## src/rtl/stack_unit_pkg.sv

```systemverilog
// Shared definitions for the stack unit's level-transition handshake.
// Word width, FIFO depth and the sender's handshake state encoding.
package stack_unit_pkg;

  localparam int WORD_WIDTH    = 32;
  localparam int HS_FIFO_DEPTH = 4;

  // The sender state is exactly the pending bit (req_out ^ ack_q).
  typedef enum logic {
    HS_IDLE = 1'b0,
    HS_WAIT = 1'b1
  } hs_state_t;

  function automatic hs_state_t hs_state_of(input logic req, input logic ack);
    return (req ^ ack) ? HS_WAIT : HS_IDLE;
  endfunction

endpackage

```

## src/rtl/fifo_sincrona.sv

```systemverilog
// Single-clock FIFO with occupancy count; DEPTH must be a power of two so the
// pointers wrap by natural overflow.
module fifo_sincrona
  import stack_unit_pkg::*;
#(
  parameter int WIDTH = WORD_WIDTH,
  parameter int DEPTH = HS_FIFO_DEPTH
) (
  input  logic                     clock,
  input  logic                     reset,
  input  logic                     push,
  input  logic [WIDTH-1:0]         wr_data,
  input  logic                     pop,
  output logic [WIDTH-1:0]         rd_data,
  output logic                     full,
  output logic                     empty,
  output logic [$clog2(DEPTH):0]   count
);

  localparam int AW = $clog2(DEPTH);
  localparam int CW = AW + 1;
  localparam logic [CW-1:0] FULL_CNT = CW'(DEPTH);

  logic [WIDTH-1:0] mem [DEPTH];
  logic [AW-1:0]    wr_ptr;
  logic [AW-1:0]    rd_ptr;
  logic             push_ok;
  logic             pop_ok;

  assign full    = (count == FULL_CNT);
  assign empty   = (count == '0);
  assign push_ok = push & ~full;
  assign pop_ok  = pop & ~empty;
  assign rd_data = mem[rd_ptr];

  // Storage is not reset: stale entries are unreachable once the pointers clear.
  always_ff @(posedge clock) begin
    if (push_ok) mem[wr_ptr] <= wr_data;
  end

  always_ff @(posedge clock or posedge reset) begin
    if (reset) begin
      wr_ptr <= '0;
      rd_ptr <= '0;
      count  <= '0;
    end else begin
      if (push_ok) wr_ptr <= wr_ptr + 1'b1;
      if (pop_ok)  rd_ptr <= rd_ptr + 1'b1;
      case ({push_ok, pop_ok})
        2'b10:   count <= count + 1'b1;
        2'b01:   count <= count - 1'b1;
        default: count <= count;
      endcase
    end
  end

endmodule

```

## src/rtl/trasmettitore_transizione.sv

```systemverilog
// Sender end of the level-transition handshake: buffers producer words and
// announces each one by toggling req_out, waiting for the matching ack toggle.
//
//  state   | meaning
//  --------+----------------------------------------------------------
//  HS_IDLE | req_out == ack_q; sends the FIFO head if one is available
//  HS_WAIT | req_out != ack_q; data_out and req_out held for receiver
module trasmettitore_transizione
  import stack_unit_pkg::*;
#(
  parameter int WIDTH = WORD_WIDTH,
  parameter int DEPTH = HS_FIFO_DEPTH
) (
  input  logic                     clock,
  input  logic                     reset,
  input  logic [WIDTH-1:0]         in_data,
  input  logic                     in_valid,
  output logic                     in_ready,
  output logic [WIDTH-1:0]         data_out,
  output logic                     req_out,
  input  logic                     ack_in,
  output logic                     busy,
  output logic [$clog2(DEPTH):0]   count,
  output logic                     proto_err
);

  logic             ack_q;
  logic             pending;
  hs_state_t        state;
  logic             send;
  logic             req_nxt;
  logic [WIDTH-1:0] data_nxt;
  logic             err_nxt;
  logic             fifo_full;
  logic             fifo_empty;
  logic [WIDTH-1:0] fifo_rd_data;

  fifo_sincrona #(
    .WIDTH (WIDTH),
    .DEPTH (DEPTH)
  ) u_fifo (
    .clock   (clock),
    .reset   (reset),
    .push    (in_valid),
    .wr_data (in_data),
    .pop     (send),
    .rd_data (fifo_rd_data),
    .full    (fifo_full),
    .empty   (fifo_empty),
    .count   (count)
  );

  // Full is decided from count alone, so a same-cycle send never frees a slot.
  assign in_ready = ~fifo_full;
  assign pending  = req_out ^ ack_q;
  assign busy     = pending;
  assign state    = hs_state_of(req_out, ack_q);

  always_comb begin
    send     = 1'b0;
    req_nxt  = req_out;
    data_nxt = data_out;
    err_nxt  = proto_err;
    case (state)
      HS_IDLE: begin
        if (!fifo_empty) begin
          send     = 1'b1;
          req_nxt  = ~req_out;
          data_nxt = fifo_rd_data;
        end
        // An ack edge with nothing outstanding leaves the pair out of step for good.
        if (ack_in != ack_q) err_nxt = 1'b1;
      end
      HS_WAIT: begin
      end
      default: begin
      end
    endcase
  end

  always_ff @(posedge clock or posedge reset) begin
    if (reset) begin
      ack_q     <= 1'b0;
      req_out   <= 1'b0;
      data_out  <= '0;
      proto_err <= 1'b0;
    end else begin
      ack_q     <= ack_in;
      req_out   <= req_nxt;
      data_out  <= data_nxt;
      proto_err <= err_nxt;
    end
  end

endmodule

```

## config.mk

```make
export PLATFORM = sky130hd
export DESIGN_NAME = trasmettitore_transizione
export DESIGN_NICKNAME = d
export VERILOG_FILES = /design/src/rtl/stack_unit_pkg.sv /design/src/rtl/fifo_sincrona.sv /design/src/rtl/trasmettitore_transizione.sv
export SDC_FILE = /design/constraint.sdc
export NUM_CORES = 1
export LEC_CHECK = 0
export ABC_CLOCK_PERIOD_IN_PS = 1900
export CORE_ASPECT_RATIO = 0.9
export CORE_UTILIZATION = 50
export DETAILED_ROUTE_END_ITERATION = 12
export PLACE_DENSITY = 0.83
export SYNTH_ARGS = -nofsm -noshare
export SYNTH_HDL_FRONTEND = slang
export SYNTH_SLANG_ARGS = --single-unit
```

## constraint.sdc

```tcl
create_clock -name clock -period 1.9 [get_ports clock]
set_input_delay 0.38 -clock clock [delete_from_list [all_inputs] [get_ports clock]]
set_output_delay 0.38 -clock clock [all_outputs]
set_load 0.01 [all_outputs]
```

==> flow_metrics.tcl <==
set metrics [dict create \
    outcome "finished with violations" \
    cp_max_fo 2 \
    max_freq_ghz 0.512 \
    fp.dieW_um 122 \
    yosysUniqueCellTypes 25 \
    met2_usage_pct 30.0 \
    die_area_um2 13400 \
    gp_congestion 0.654 \
    grt_pass1_wl_mm 17.2 \
    final_cells 564 \
    worst_hold_path_type "in -> async" \
    rr_endpoint "u_fifo.count[1]" \
    path_cells "or3b_4, and2_4, inv_4, ha_4, fa_2, mux2_4" \
    grt_overflow 0 \
    dp_hpwl_mm 6.33 \
    p_leak_uw 0.00303 \
    syn_area_um2 6490 \
    arrival_ps 2250 \
    cap_violations 0 \
    finalCritPeriodShare_pct 103 \
    cts_root_buf "clkbuf_16" \
    use_met3_pct 5.71 \
    multi_input_area_um2 1540 \
    fin_crit_ps 1950 \
    final_net_count 429 \
    avgRoutedWirePerCell_um 19.6 \
    reg2reg_setup_slack_ps -50 \
    drive_gt1_share_pct 34.5 \
    yosysWarnings 0 \
    setup_slack_ps -54.0 \
    n_fill_cell 846 \
    slowest_delay_ps 420 \
    drtIter0Drc 147 \
    failed_checks "setup timing" \
    drtAntennaViolNets 0 \
    avgViaCountPerCell 5.31 \
    end_kind "flop" \
    vias 2997 \
    hold_ws_ps 326 \
    ys_ff_latch 170 \
    die_y_um 110 \
    firstDrtPassIters 4 \
    core_um2 12700 \
    grt_max_degree 34 \
    final_common_cell "edfxtp_1" \
    start_util_pct 51.2 \
    worstMarginPinSlew_ps 473 \
    ir_worst_vdd_uv 1100 \
    drc 0 \
    final_cell_mix "edfxtp_1 (128), clkdlybuf4s50_1 (71), dfrtp_1 (36)" \
    htreeDepth 4 \
    holdBufCountCts 0 \
    cts_tree "yes" \
    clock-sinks 170 \
    areaGrowthSynthToFinish_pct 27.8 \
    clock_latency_ps 420 \
    antennaDiodeCount 0 \
    io_pins 75 \
    synth.avg_cell_area_um2 23.2 \
    path_clk_slew_ps 60 \
    required_ps 2200 \
    synth_fp_nets 322 \
    cts_made_buffers 17 \
    portBuffers 74 \
    path_class "reg -> reg" \
    slowest_stage "fa_2" \
    synthCells 280 \
    power_density_nw_per_um2 1670 \
    drt_wl_total_mm 11.0 \
    finalSetupViolCount 2 \
    row_count 39 \
    antenna_found_initial 0 \
    top_usage_layer "met2" \
    final_hold_viol_count 0 \
    slew_viol_final 0 \
    dpl.cell_count 526 \
    slew-limit-headroom_pct 68.4 \
    grtUsageMet1_pct 23.1 \
    grt_use_total_pct 18.4 \
    critPathLaunchType "flop" \
    finClkSkew_ps 9.06 \
    seq_area_um2 4900 \
    cts_buffer_depth 2 \
    grt_pass1_vias 3160 \
    rsz0062_at_grt "yes" \
    worstRegToRegCells 6 \
    seq_area_frac_synth_pct 75.4 \
    r2r-start "u_fifo.count[0]" \
]
power by group:
group / internal, uW / switching, uW / total (uW) / leakage (uW)
combinational: 2870 / 1920 / 4790 / 0.00107
clock: 2270 / 1300 / 3570 / 0.000299
sequential: 5090 / 418 / 5510 / 0.00166
cell type report:
class                   count  area share, %
clock buffers              21           5.55
clock inverters            11           2.05
inverters                   5          0.256
multi-input cells          94           18.5
flip-flops and latches    170           59.1
well taps                 164           2.47
repair buffers             99           12.1
how the worst max path moves through the flow:
stage                         start               to  slack (ps)  depth (start not counted)
finish              u_fifo.count[0]  u_fifo.count[1]         -50                          6
global route        u_fifo.count[2]  u_fifo.count[2]        -120                          8
CTS                 u_fifo.count[0]  u_fifo.count[2]        -110                          9
detailed placement         in_valid  u_fifo.count[2]        -300                          8
global placement           in_valid  u_fifo.count[2]        -220                          8
floorplan           u_fifo.count[1]  u_fifo.count[1]        -130                          6
flip-flops by register name, indices dropped and copies added, names as in the netlist:
name,flops
u_fifo.count,3
u_fifo.rd_ptr,2
ack_q,1
data_out,32
u_fifo.mem,128
u_fifo.wr_ptr,2
proto_err,1
req_out,1
metal layers:
layer | share of wire, % | vias to the layer above
met5 | 0 | -
met4 | 0.82 | 0
met3 | 5.2 | 6
met2 | 52 | 88
met1 | 42 | 1568
li1 | - | 1335
worst max-delay path: cells and delay by family, from the launching register on:
kind / cells / cell delay (ps)
adder cells (fa/ha/maj): 2 / 560
buffers and inverters: 1 / 50
flip-flops: 1 / 400
multiplexers: 1 / 270
AND/OR/NAND/NOR: 2 / 560
through the flow:
stage / instance area [um^2] / TNS (ps) / power (uW) / setup WS [ps] / util (%)
after global placement: 7610 / -388 / 10100 / -218 / 60.0
after global routing: 8300 / -249 / 14600 / -118 / 65.4
final: 8300 / -71.0 / 13900 / -54.0 / 65.4
after floorplan: 6540 / -206 / 8550 / -130 / -
after CTS: 8280 / -284 / 14000 / -110 / 65.2
after detailed placement: 7610 / -563 / 10300 / -301 / 60.0
timing repair:
| item | 4_1_cts | 5_1_grt |
|---|---|---|
| pin swaps | 5 | 7 |
| buffers inserted | 4 | 3 |
| setup endpoints to repair | 8 | 3 |
| resized for setup | 7 | 5 |
cell usage after synthesis, drive strengths merged:
master,count,area [um^2]
and2,1,8.76
xor2,4,42.6
mux2,34,492
dfrtp,42,1050
edfxtp,128,3840
nand2,1,3.75
nor2,4,22.5
nor3,1,10.0
buf,9,88.8
clkbuf,2,7.51
fa,1,20.0
mux2i,1,10.0
a211o,1,8.76
or3b,1,8.76
nor3b,1,7.51
inv,5,18.8
mux4,32,736
xnor2,3,26.3
and3,4,25.0
ha,5,62.6
logic make-up after synthesis:
group / share of synthesized area (%)
multiplexers: 19.1
XOR/XNOR: 1.06
flip-flops: 75.4
AO/OA/AOI/OAI: 0.135
buffers and inverters: 1.77
adder cells (fa/ha/maj): 1.27
AND/OR/NAND/NOR: 1.33
(Power assumes the default switching activity.)
==> RTL change 1, RTL diff (same flow settings) <==
Change the package constant `HS_FIFO_DEPTH` from 4 to 2.
--- a/src/rtl/stack_unit_pkg.sv
+++ b/src/rtl/stack_unit_pkg.sv
@@ -5,3 +5,3 @@
   localparam int WORD_WIDTH    = 32;
-  localparam int HS_FIFO_DEPTH = 4;
+  localparam int HS_FIFO_DEPTH = 2;
 
Ports: changed (resized count); port bits go from 75 to 74. No check against the original RTL was run, so the function may have changed too.
==> RTL change 1 against the unedited design <==
- cell area shrank 39%
- sequential cell count fell by 67
- routed wire length down 42%
- critical path type is now flop to primary output
- setup slack gained 0.20 ns
- die area shrank 39%
- utilization grew 1.6 points
- area after synthesis is 39% lower
- cell count fell by 32%
- total power shrank 40%
- sequential power shrank 36%
==> RTL change 1: results (changes against the unedited design) <==
Grouping stages by cell kind, the critical path spends the most delay in buffers and inverters. The routed wire length on met3 was 342 µm (-40%). The xor/xnor cell area share of the yosys netlist was 0.0152 (+0.00460). The worst vdd rail ir drop was 1.12 mV (+1.9%). The run gives 1984 (-37%) as the via count of the first global-routing pass. The adder-cell share of the synthesized area was 0.00317 (-0.00955); the sum of negative setup slack was 0 ns (+0.0710 ns). The logic gate share of total power came out at 0.419 (+0.074).

The number of buffers created by CTS was 9 (-8); the fraction of registers with async set or reset after synthesis was 0.379 (+0.132). For the worst-case headroom to the max-slew limit, the log shows 0.719 (+0.0347). The flow ran to the end, and the final reports show no timing, DRC or antenna violations.

Unique cell type count in the Yosys netlist: 19 (-24%). The tools report the post-place setup slack as 0.147 ns (+0.448 ns). The initial detailed-routing violation count is 83 (-44%), and the net switching power is 2.33 mW (-36%). The number of port buffers came out at 73 (-1.4%). The weighted congestion at the end of routability-driven global placement is 0.677 (+3.5%), and the portion of netlist area occupied by mux cells is 0.212 (+0.0210). For the routing usage on met3, the log shows 0.0579 (+0.000796).

The run gives 0.0101 ns (+0.00103 ns) as the worst clock skew. The maximum number of pins on one net before global-route repair is 33 (-2.9%). The clock transition at the registers of the reported paths was 0.09 ns (+0.03 ns). The logs give 0.266 (-0.0347) for the global-route met2 utilization and 0.733 (-0.0204) for the share of synthesized area occupied by flip-flops and latches. The final net count was 319 (-26%); the sequential logic power was 3.50 mW (-36%). The biggest cell delay along the critical path is 0.52 ns (+0.10 ns), and the vias per cell is 4.95 (-6.8%).

The most critical setup path has its endpoint at count[0]. The total number of vias was 1897 (-37%); the global-route wire length before repair was 10000 µm (-42%). For the quantity of gates resized following cts, the log shows 1 (-6). For the post-route met1 wirelength, the log shows 2940 µm (-37%). The largest registers in the layout are u_fifo.mem (64), data_out (32), u_fifo.count (2). After synthesis, the cell types taking the most area are sky130_fd_sc_hd__edfxtp_1, sky130_fd_sc_hd__dfrtp_1, sky130_fd_sc_hd__mux2_4.
==> RTL change 1: cell count changes after synthesis, moves of 2 or more <==
cell	change
sky130_fd_sc_hd__edfxtp_1	-64
sky130_fd_sc_hd__mux2_2	+31
sky130_fd_sc_hd__mux4_2	-28
sky130_fd_sc_hd__buf_6	-7
sky130_fd_sc_hd__ha_1	-4
sky130_fd_sc_hd__mux4_1	-4
sky130_fd_sc_hd__and3_1	-3
sky130_fd_sc_hd__buf_12	+3
sky130_fd_sc_hd__dfrtp_1	-3
sky130_fd_sc_hd__inv_1	-3
sky130_fd_sc_hd__nor2_1	+2
==> RTL change 1: area by class of cell <==
cell class / count / area, µm² / area share
clock buffers: 13 / 180 / 0.0354
multi-input cells: 83 / 976 / 0.192
repair buffers: 83 / 882 / 0.173
flip-flops and latches: 103 / 2900 / 0.570
inverters: 2 / 7.51 / 0.00148
well taps: 96 / 120 / 0.0236
clock inverters: 3 / 22.5 / 0.00443
==> RTL change 2, RTL diff (same settings) <==
Without the edit above. Take the reset off `data_out` and load it in a clocked block of its own.
--- a/src/rtl/trasmettitore_transizione.sv
+++ b/src/rtl/trasmettitore_transizione.sv
@@ -84,3 +84,2 @@
       req_out   <= 1'b0;
-      data_out  <= '0;
       proto_err <= 1'b0;
@@ -89,3 +88,2 @@
       req_out   <= req_nxt;
-      data_out  <= data_nxt;
       proto_err <= err_nxt;
@@ -94,2 +92,6 @@
 
+  always_ff @(posedge clock) begin
+    data_out <= data_nxt;
+  end
+
 endmodule
Behaviour: differs if reset is asserted again (counterexample within 4 cycles, from zero or initial values and one cycle with reset high); with reset held inactive, the same outputs for 4 cycles.
==> RTL change 2 against the unedited design <==
- the run still ends with setup timing left
- critical path depth unchanged
- sequential cell count unchanged
- total power decreased by 5.9%
- utilization increased by 2.8 points
- cell area decreased by 4.1%
- die area decreased by 5.8%
- area after synthesis decreased by 5.9%
- setup slack improved by 0.023 ns
- routed wire length decreased by 8.4%
- largest power group unchanged
- highest routed layer unchanged
==> RTL change 2: results (changes against the unedited design) <==
The area fraction in compound gates after synthesis is 0.00143 (+0.0000848). Worst vdd rail ir drop: 0.936 mV (-15%). The commonest cells after synthesis are sky130_fd_sc_hd__edfxtp_1, sky130_fd_sc_hd__mux4_2, sky130_fd_sc_hd__dfrtp_1, sky130_fd_sc_hd__ha_1, sky130_fd_sc_hd__inv_1. The number of flops mapped to enable cells by yosys was 160 (+25%); the adder-cell share of the synthesized area was 0.0135 (+0.000800). The xor/xnor cell area share of the yosys netlist was 0.0100 (-0.000562). The fraction of final layout cells with drive strength greater than 1 is 0.283 (-0.0620), and the global-route wire length before repair is 16300 µm (-5.3%). The run gives 287 (-11%) as the net count after synthesis. The worst clock skew is 0.00832 ns (-0.000737 ns), and the transition at the pin with the smallest max-transition slack is 0.497 ns (+0.0239 ns). For the sum of negative setup slack, the log shows -0.0305 ns (+0.0405 ns).

The final clock period utilization by the worst path is 1.02 (-0.0123), and the sum of routed wire length over all layers is 10100 µm (-8.4%). The fraction of registers with async set or reset after synthesis was 0.0588 (-0.188); the instance area after placement was 0.00733 mm² (-3.7%). The tools report the final number of setup-violating endpoints as 1 (-1). The post-route worst hold slack is 0.233 ns (-0.0931 ns). The flow ran to the end, but the final reports show violations. Initial detailed-routing violation count: 254 (+73%).

The startpoint identified for the worst register-to-register timing path is u_fifo.count[1]. The checks that failed: setup timing. For the share of synthesized area occupied by flip-flops and latches, the log shows 0.827 (+0.0736). The switching share of power works out to 0.261 (-0.00166). The run gives -0.207 ns (+0.0945 ns) as the post-place setup slack. The weighted congestion at the end of routability-driven global placement is 0.675 (+3.3%), and the setup slack of the critical path after layout is -0.0305 ns (+0.0234 ns).
## RTL change 2: changes by cell type in the layout (fill, tap and decap cells not counted), sizes merged, moves of 2 or more
cell and change:
inv +3, buf -2, dfrtp -32, clkbuf -5, dlymetal6s2s +2, edfxtp +32
mux2 -32
## RTL change 2: layer usage
metal | vias up | share of wire | track usage
met5 | - | 0 | 0
met4 | 0 | 0.015 | 0.0759
met3 | 10 | 0.058 | 0.0628
met2 | 83 | 0.52 | 0.294
met1 | 1417 | 0.41 | 0.226
li1 | 1232 | - | -
## RTL change 2: power by group through the flow
stage	registers, mW	clock network [mW]	logic, mW
finish	5.69	3.60	3.77
floorplan	5.93	0	1.80
detailed placement	5.77	0	3.79
global route	5.77	3.81	4.06
CTS	5.70	3.66	3.82
global placement	5.71	0	3.73
## RTL change 2: layout make-up
type / instances / area, µm²
inverters: 5 / 21.3
fillers: 741 / 3710
flip-flops and latches: 170 / 5060
clock inverters: 14 / 196
clock buffers: 17 / 425
well taps: 156 / 195
repair buffers: 96 / 1020
multi-input cells: 62 / 1040
## RTL change 2: worst max-delay path by stage
stage,from,end,slack [ns],cells after the start
2_1_floorplan,ack_q,u_fifo.count[1],-0.33,5
3_3_place_gp,in_valid,u_fifo.count[2],-0.16,8
3_5_place_dp,in_valid,u_fifo.count[2],-0.21,8
4_1_cts,u_fifo.count[1],u_fifo.count[1],-0.0007,6
5_1_grt,u_fifo.count[1],u_fifo.count[1],-0.08,6
6_report,u_fifo.count[1],u_fifo.count[1],-0.03,6
## RTL change 2: repair_timing
item	CTS	global route
pin swaps	2	0
resized for setup	7	3
endpoints found under the setup margin	3	5
buffers inserted	0	1
